`src/rtl/cmp_seq_pkg.sv`:
```
// cmp_seq_pkg: shared types and constants for the serial nibble comparator.
// Build option: define CMP_SEQ_EARLY_EXIT_EN to stop scanning at the first
// unequal nibble; by default every nibble is scanned (constant latency).
package cmp_seq_pkg;

    // Width of one comparison slice
    localparam int NIBBLE_W = 4;

    // Control FSM states
    typedef enum logic [1:0] {
        IDLE = 2'd0,
        CMP  = 2'd1,
        DONE = 2'd2
    } state_t;

    // Registered comparison outcome, exactly one bit set when valid
    typedef struct packed {
        logic gt;
        logic eq;
        logic lt;
    } result_t;

endpackage

```
`src/rtl/cmp_nibble.sv`:
```
// cmp_nibble: combinational 4-bit unsigned magnitude comparator.
// This is the only comparison logic in cmp_seq; it is time-shared across nibbles.
module cmp_nibble
    import cmp_seq_pkg::*;
(
    input  logic [NIBBLE_W-1:0] a,
    input  logic [NIBBLE_W-1:0] b,
    output logic                g,
    output logic                e,
    output logic                l
);

    // Magnitude relations of the presented nibble pair
    always_comb begin
        g = (a > b);
        e = (a == b);
        l = (a < b);
    end

endmodule

```
`src/rtl/cmp_seq.sv`:
```
// cmp_seq: sequential unsigned comparator, one nibble per cycle, MSB nibble first.
// Build option: CMP_SEQ_EARLY_EXIT_EN leaves the scan at the first unequal
// nibble; when undefined the scan always covers all NIBBLES nibbles.
module cmp_seq
    import cmp_seq_pkg::*;
#(
    parameter int NIBBLES = 4
) (
    input  logic                         clk,
    input  logic                         rst_n,
    input  logic                         in_valid,
    output logic                         in_ready,
    input  logic [NIBBLE_W*NIBBLES-1:0]  a,
    input  logic [NIBBLE_W*NIBBLES-1:0]  b,
    output logic                         out_valid,
    input  logic                         out_ready,
    output logic                         gt,
    output logic                         eq,
    output logic                         lt,
    output logic                         busy
);

    localparam int               IDX_W   = $clog2(NIBBLES);
    localparam logic [IDX_W-1:0] IDX_MSB = IDX_W'(NIBBLES - 1);

    state_t                            r_state;
    state_t                            w_state_nxt;
    logic [IDX_W-1:0]                  r_idx;
    logic [NIBBLES-1:0][NIBBLE_W-1:0]  r_a;
    logic [NIBBLES-1:0][NIBBLE_W-1:0]  r_b;
    result_t                           r_res;
    logic                              r_found;
    logic                              r_found_gt;

    logic [NIBBLE_W-1:0]               w_a_nib;
    logic [NIBBLE_W-1:0]               w_b_nib;
    logic                              w_g;
    logic                              w_e;
    logic                              w_l;
    logic                              w_accept;
    logic                              w_last;
    logic                              w_exit;
    result_t                           w_res_now;

    // Select the nibble pair addressed by the scan index
    always_comb begin
        w_a_nib = r_a[r_idx];
        w_b_nib = r_b[r_idx];
    end

    cmp_nibble u_cmp (
        .a (w_a_nib),
        .b (w_b_nib),
        .g (w_g),
        .e (w_e),
        .l (w_l)
    );

    // Handshake qualifiers and scan termination condition
    always_comb begin
        w_accept = in_valid && (r_state == IDLE);
        w_last   = (r_idx == '0);
`ifdef CMP_SEQ_EARLY_EXIT_EN
        w_exit   = w_last || !w_e;
`else
        w_exit   = w_last;
`endif
    end

    // Final result: the first unequal nibble seen (earlier cycle or this one) wins
    always_comb begin
        w_res_now = '0;
        if (r_found) begin
            w_res_now.gt = r_found_gt;
            w_res_now.lt = !r_found_gt;
        end else begin
            w_res_now.gt = w_g;
            w_res_now.eq = w_e;
            w_res_now.lt = w_l;
        end
    end

    // FSM state register
    always_ff @(posedge clk or negedge rst_n) begin
        if (!rst_n) begin
            r_state <= IDLE;
        end else begin
            r_state <= w_state_nxt;
        end
    end

    // FSM next-state and handshake/status outputs
    always_comb begin
        w_state_nxt = r_state;
        in_ready    = 1'b0;
        busy        = 1'b0;
        out_valid   = 1'b0;
        case (r_state)
            IDLE: begin
                in_ready = 1'b1;
                if (in_valid) begin
                    w_state_nxt = CMP;
                end
            end
            CMP: begin
                busy = 1'b1;
                if (w_exit) begin
                    w_state_nxt = DONE;
                end
            end
            DONE: begin
                out_valid = 1'b1;
                if (out_ready) begin
                    w_state_nxt = IDLE;
                end
            end
            default: begin
                w_state_nxt = IDLE;
            end
        endcase
    end

    // Operand latch and MSB-first scan index
    always_ff @(posedge clk or negedge rst_n) begin
        if (!rst_n) begin
            r_a   <= '0;
            r_b   <= '0;
            r_idx <= '0;
        end else if (w_accept) begin
            r_a   <= a;
            r_b   <= b;
            r_idx <= IDX_MSB;
        end else if ((r_state == CMP) && !w_last) begin
            r_idx <= r_idx - IDX_W'(1);
        end
    end

    // Remember the most significant unequal nibble while the scan continues
    always_ff @(posedge clk or negedge rst_n) begin
        if (!rst_n) begin
            r_found    <= 1'b0;
            r_found_gt <= 1'b0;
        end else if (w_accept) begin
            r_found    <= 1'b0;
            r_found_gt <= 1'b0;
        end else if ((r_state == CMP) && !r_found && !w_e) begin
            r_found    <= 1'b1;
            r_found_gt <= w_g;
        end
    end

    // Result register, updated only on entry to DONE
    always_ff @(posedge clk or negedge rst_n) begin
        if (!rst_n) begin
            r_res <= '0;
        end else if ((r_state == CMP) && w_exit) begin
            r_res <= w_res_now;
        end
    end

    assign gt = r_res.gt;
    assign eq = r_res.eq;
    assign lt = r_res.lt;

    // Presented result is one-hot and held until the consumer takes it
    a_onehot : assert property (@(posedge clk) disable iff (!rst_n)
        out_valid |-> $onehot({gt, eq, lt}));
    a_hold : assert property (@(posedge clk) disable iff (!rst_n)
        (out_valid && !out_ready) |=> (out_valid && $stable({gt, eq, lt})));

endmodule

```
`config.mk`:
```
export PLATFORM = sky130hd
export DESIGN_NAME = cmp_seq
export DESIGN_NICKNAME = d
export VERILOG_FILES = /design/src/rtl/cmp_seq_pkg.sv /design/src/rtl/cmp_nibble.sv /design/src/rtl/cmp_seq.sv
export SDC_FILE = /design/constraint.sdc
export NUM_CORES = 1
export LEC_CHECK = 0
export CORE_MARGIN = 4
export CORE_UTILIZATION = 40
export DETAILED_ROUTE_END_ITERATION = 8
export MAX_ROUTING_LAYER = met4
export PLACE_DENSITY = 0.68
export SYNTH_ARGS = -nofsm -noshare
export SYNTH_HDL_FRONTEND = slang
export SYNTH_SLANG_ARGS = --single-unit
```
`constraint.sdc`:
```
create_clock -name clk -period 2.25 [get_ports clk]
set_input_delay 0.225 -clock clk [delete_from_list [all_inputs] [get_ports clk]]
set_output_delay 0.225 -clock clk [all_outputs]
set_load 0.01 [all_outputs]
```
==> run_results.csv, run 1 <==
group,metric,value,unit
synth,synth.top_cell.area_share,52.8,%
drt,final_antenna_net_count,0,
grt,gr-total-overflow,0,
timing,setup_tns,0,ns
floorplanning,fp.dieH,77.7,µm
drt,vias,1400,
clock_tree,clock_sinks,41,
synth,synth_edf_count,0,
synth,netlist_area,1940,µm²
floorplanning,die_area,6040,µm²
outcome,status,"completed",
place,portBuffers,41,
timing,hold_viol,0,
clock_tree,clock_path_buffers,2,
grt,grt_antenna_before_repair,0,
drt,met2_length,1.73,mm
drt,drtIter0Drc,58,
timing,skew,0.00663,ns
power_and_ir_drop,netSwitchingPower,1.25,mW
finish,num-fill-cells,456,
critical_path,r2r-start,"r_idx[0]$_DFFE_PN0P_",
critical_path,critPathRequiredTime,2.45,ns
clock_tree,cts_tree,"built",
drt,drc,0,
hold_path,hp-class,"in2async",
finish,antennaDiodeCount,0,
floorplanning,initial_core_util,41.1,%
floorplanning,coreArea,4720,µm²
critical_path,cp.arrival,2.28,ns
synth,synth-seq-cells,41,
floorplanning,die_w,77.7,µm
finish,final-instance-count-excl-fill,311,
clock_tree,clk_latency,0.29,ns
synth,synth_nets,242,
grt,track_usage,13.7,%
synth,synthTopCellsByArea,"dfrtp_1 (53%), nand2_1 (20%), mux4_2 (9.3%), ha_1 (3.2%), buf_6 (2.9%)",
timing,finalCritPeriodShare,92.7,%
power_and_ir_drop,p_int,2.24,mW
finish,final_nets,284,
critical_path,critPathCaptureType,"flip-flop",
synth,syn_avg_cell_area,9.67,µm²
critical_path,timing.rr.end,"r_found_gt$_DFFE_PN0P_",
power_and_ir_drop,clockPowerShare,16.7,%
synth,synth.distinct_cells,26,
power_and_ir_drop,peakVddDrop,518,µV
synth,ys.flop_type,"dfrtp_1",
synth,synth_fa_ha_area_share,3.22,%
clock_tree,root_buffer,"clkbuf_8",
timing,worstMarginPinSlew,0.884,ns
timing,fin_crit,2.09,ns
synth,yosysMostFrequentCell,"nand2_1",
synth,async_reset_ff_share,100,%
synth,synthCells,201,
finish,postLayoutCoreUtil,53.0,%
synth,synth_compound_area_share,4.25,%
place,hpwl,2.64,mm
timing,setup_violations,0,
drt,wl_met3,194,µm
timing,worst_slack,0.164,ns
finish,stdcell_area,2500,µm²
synth,synth-xor-area-share,0.451,%
floorplanning,io_pins,42,
synth,synth.area.mux_share,9.27,%
timing,slew_headroom,41.1,%
clock_tree,clkSlewWorstSetupHoldPaths,0.08,ns
synth,yosys_warnings,0,
finish,synthToLayoutAreaGrowth,28.8,%
synth,ys_seq_area_share,52.8,%
clock_tree,h-tree-depth,2,
power_and_ir_drop,swShare,35.8,%
power_and_ir_drop,pwr-share-seq,37.7,%
drt,drt-total-wl,3.63,mm
grt,grt_pass1_wl,6.31,mm
drt,wl_per_cell,11.7,µm
critical_path,criticalPathCategory,"reg2reg",
timing,fmax,479,MHz
critical_path,path_max_fanout,9,
finish,drive_gt1_share,9.43,%
drt,highest_layer,"met4",
clock_tree,postCtsSetupBuffers,0,
place,place_inst,303,
flow_run,maxCapViolCount,0,
critical_path,crit_path_end,"r_found_gt$_DFFE_PN0P_",
place,placed_area,2390,µm²
critical_path,r2r_cells,7,
drt,vias_per_cell,4.50,
power_and_ir_drop,p_leak,1.22,nW
grt,grt_pass1_vias,1383,
synth,synth-simple-area-share,24.1,%
synth,synth_top_area_cell,"dfrtp_1",
power_and_ir_drop,p_per_area,1400,nW/µm²
place,gp_congestion,0.764,
drt,drtPass1Iterations,4,
power_and_ir_drop,p_comb_share,45.6,%
critical_path,r2r_slack,0.16,ns
synth,synth_common_cells,"nand2_1 (101), dfrtp_1 (41), a21oi_1 (8), inv_1 (8), mux4_2 (8)",
critical_path,start_kind,"flip-flop",
synth,synth_top_family_by_area,"simple AND/OR/NAND/NOR gates",
clock_tree,cts_hold_buf,0,
clock_tree,cts_buffers,5,
critical_path,startpoint,"r_idx[0]$_DFFE_PN0P_",
timing,rsz0062_at_grt,"false",
floorplanning,rows,25,
grt,grt_max_degree,42,
timing,drv_slew,0,
drt,met1_length,1.66,mm
place,pre_cts_ws,0.174,ns
clock_tree,cts_resized,0,
## registers in the layout, summed over array words and instances, names as in the netlist
signal	flops
r_state	2
r_b	16
lt	1
r_a	16
r_found_gt	1
eq	1
r_found	1
gt	1
r_idx	2
## worst max-delay path, stage by stage, from the launching register on
cell and delay (ns):
dfrtp_1 0.38, buf_12 0.15, mux4_2 0.50, ha_1 0.34, nand4_1 0.14, and2b_1 0.18, a21oi_1 0.07, a311oi_1 0.24
## cells by family after synthesis
| logic type | after synthesis |
|---|---|
| fa+ha+maj | 5 |
| compound gates | 14 |
| xor+xnor | 1 |
| buf+inv | 18 |
| flops | 41 |
| mux | 8 |
| simple gates | 114 |
## power by group through the flow
stage / sequential (mW) / combinational (mW) / clock [mW]
3_5_place_dp: 1.34 / 1.62 / 0
6_report: 1.32 / 1.59 / 0.582
2_1_floorplan: 1.25 / 1.27 / 0
5_1_grt: 1.36 / 1.85 / 0.634
3_3_place_gp: 1.34 / 1.57 / 0
4_1_cts: 1.32 / 1.63 / 0.597
## per-layer routing
metal  vias to the layer above  global-route usage (%)
li1                        726                       -
met1                       636                    17.8
met2                        36                    19.9
met3                         2                    3.94
met4                         0                    6.23
met5                         -                       -
## how the worst min path moves through the flow
stage	endpoint	depth (start not counted)	slack (ns)
after detailed placement	r_b[13]$_DFFE_PN0P_	1	0.40
after global placement	r_b[13]$_DFFE_PN0P_	1	0.39
final	r_b[13]$_DFFE_PN0P_	1	0.05
after CTS	r_b[13]$_DFFE_PN0P_	1	0.08
after floorplan	eq$_DFFE_PN0P_	0	-0.07
after global routing	r_b[13]$_DFFE_PN0P_	1	0.11
## layout make-up
| class | instances | area [µm²] | share of cell area [%] |
|---|---|---|---|
| inverter | 8 | 30.0 | 1.20 |
| clock buffer | 6 | 72.6 | 2.90 |
| multi-input combinational | 142 | 803 | 32.1 |
| clock inverter | 2 | 38.8 | 1.55 |
| sequential | 41 | 1030 | 41.0 |
| timing repair buffer | 45 | 448 | 17.9 |
| tap | 67 | 83.8 | 3.35 |
## placed cells by master (no fill, tap or decap), types with 2 or more instances in the layout
cell type        Yosys  routed
dfrtp_1             41      41
clkdlybuf4s50_1      0      40
ha_1                 5       5
clkbuf_8             0       5
o211ai_1             2       2
mux4_2               8       8
inv_1                8       8
buf_4                1       3
nand2_1            101     101
and2b_1              2       2
a21oi_1              8       8
and2_1               2       2
## per-stage QoR
stage               hold WS [ns]  power (mW)
floorplan                -0.0706        2.52
global placement           0.390        2.91
detailed placement         0.398        2.95
CTS                       0.0763        3.55
global route               0.109        3.85
finish                    0.0503        3.49
(Power assumes the default switching activity.)
==> run 2, diff against run 1 <==
Settings changed: ABC_CLOCK_PERIOD_IN_PS set to 2250, GPL_ROUTABILITY_DRIVEN set to 0.
==> results of run 2 <==
The final DEF is identical to that of run 1; final timing and power are the same.
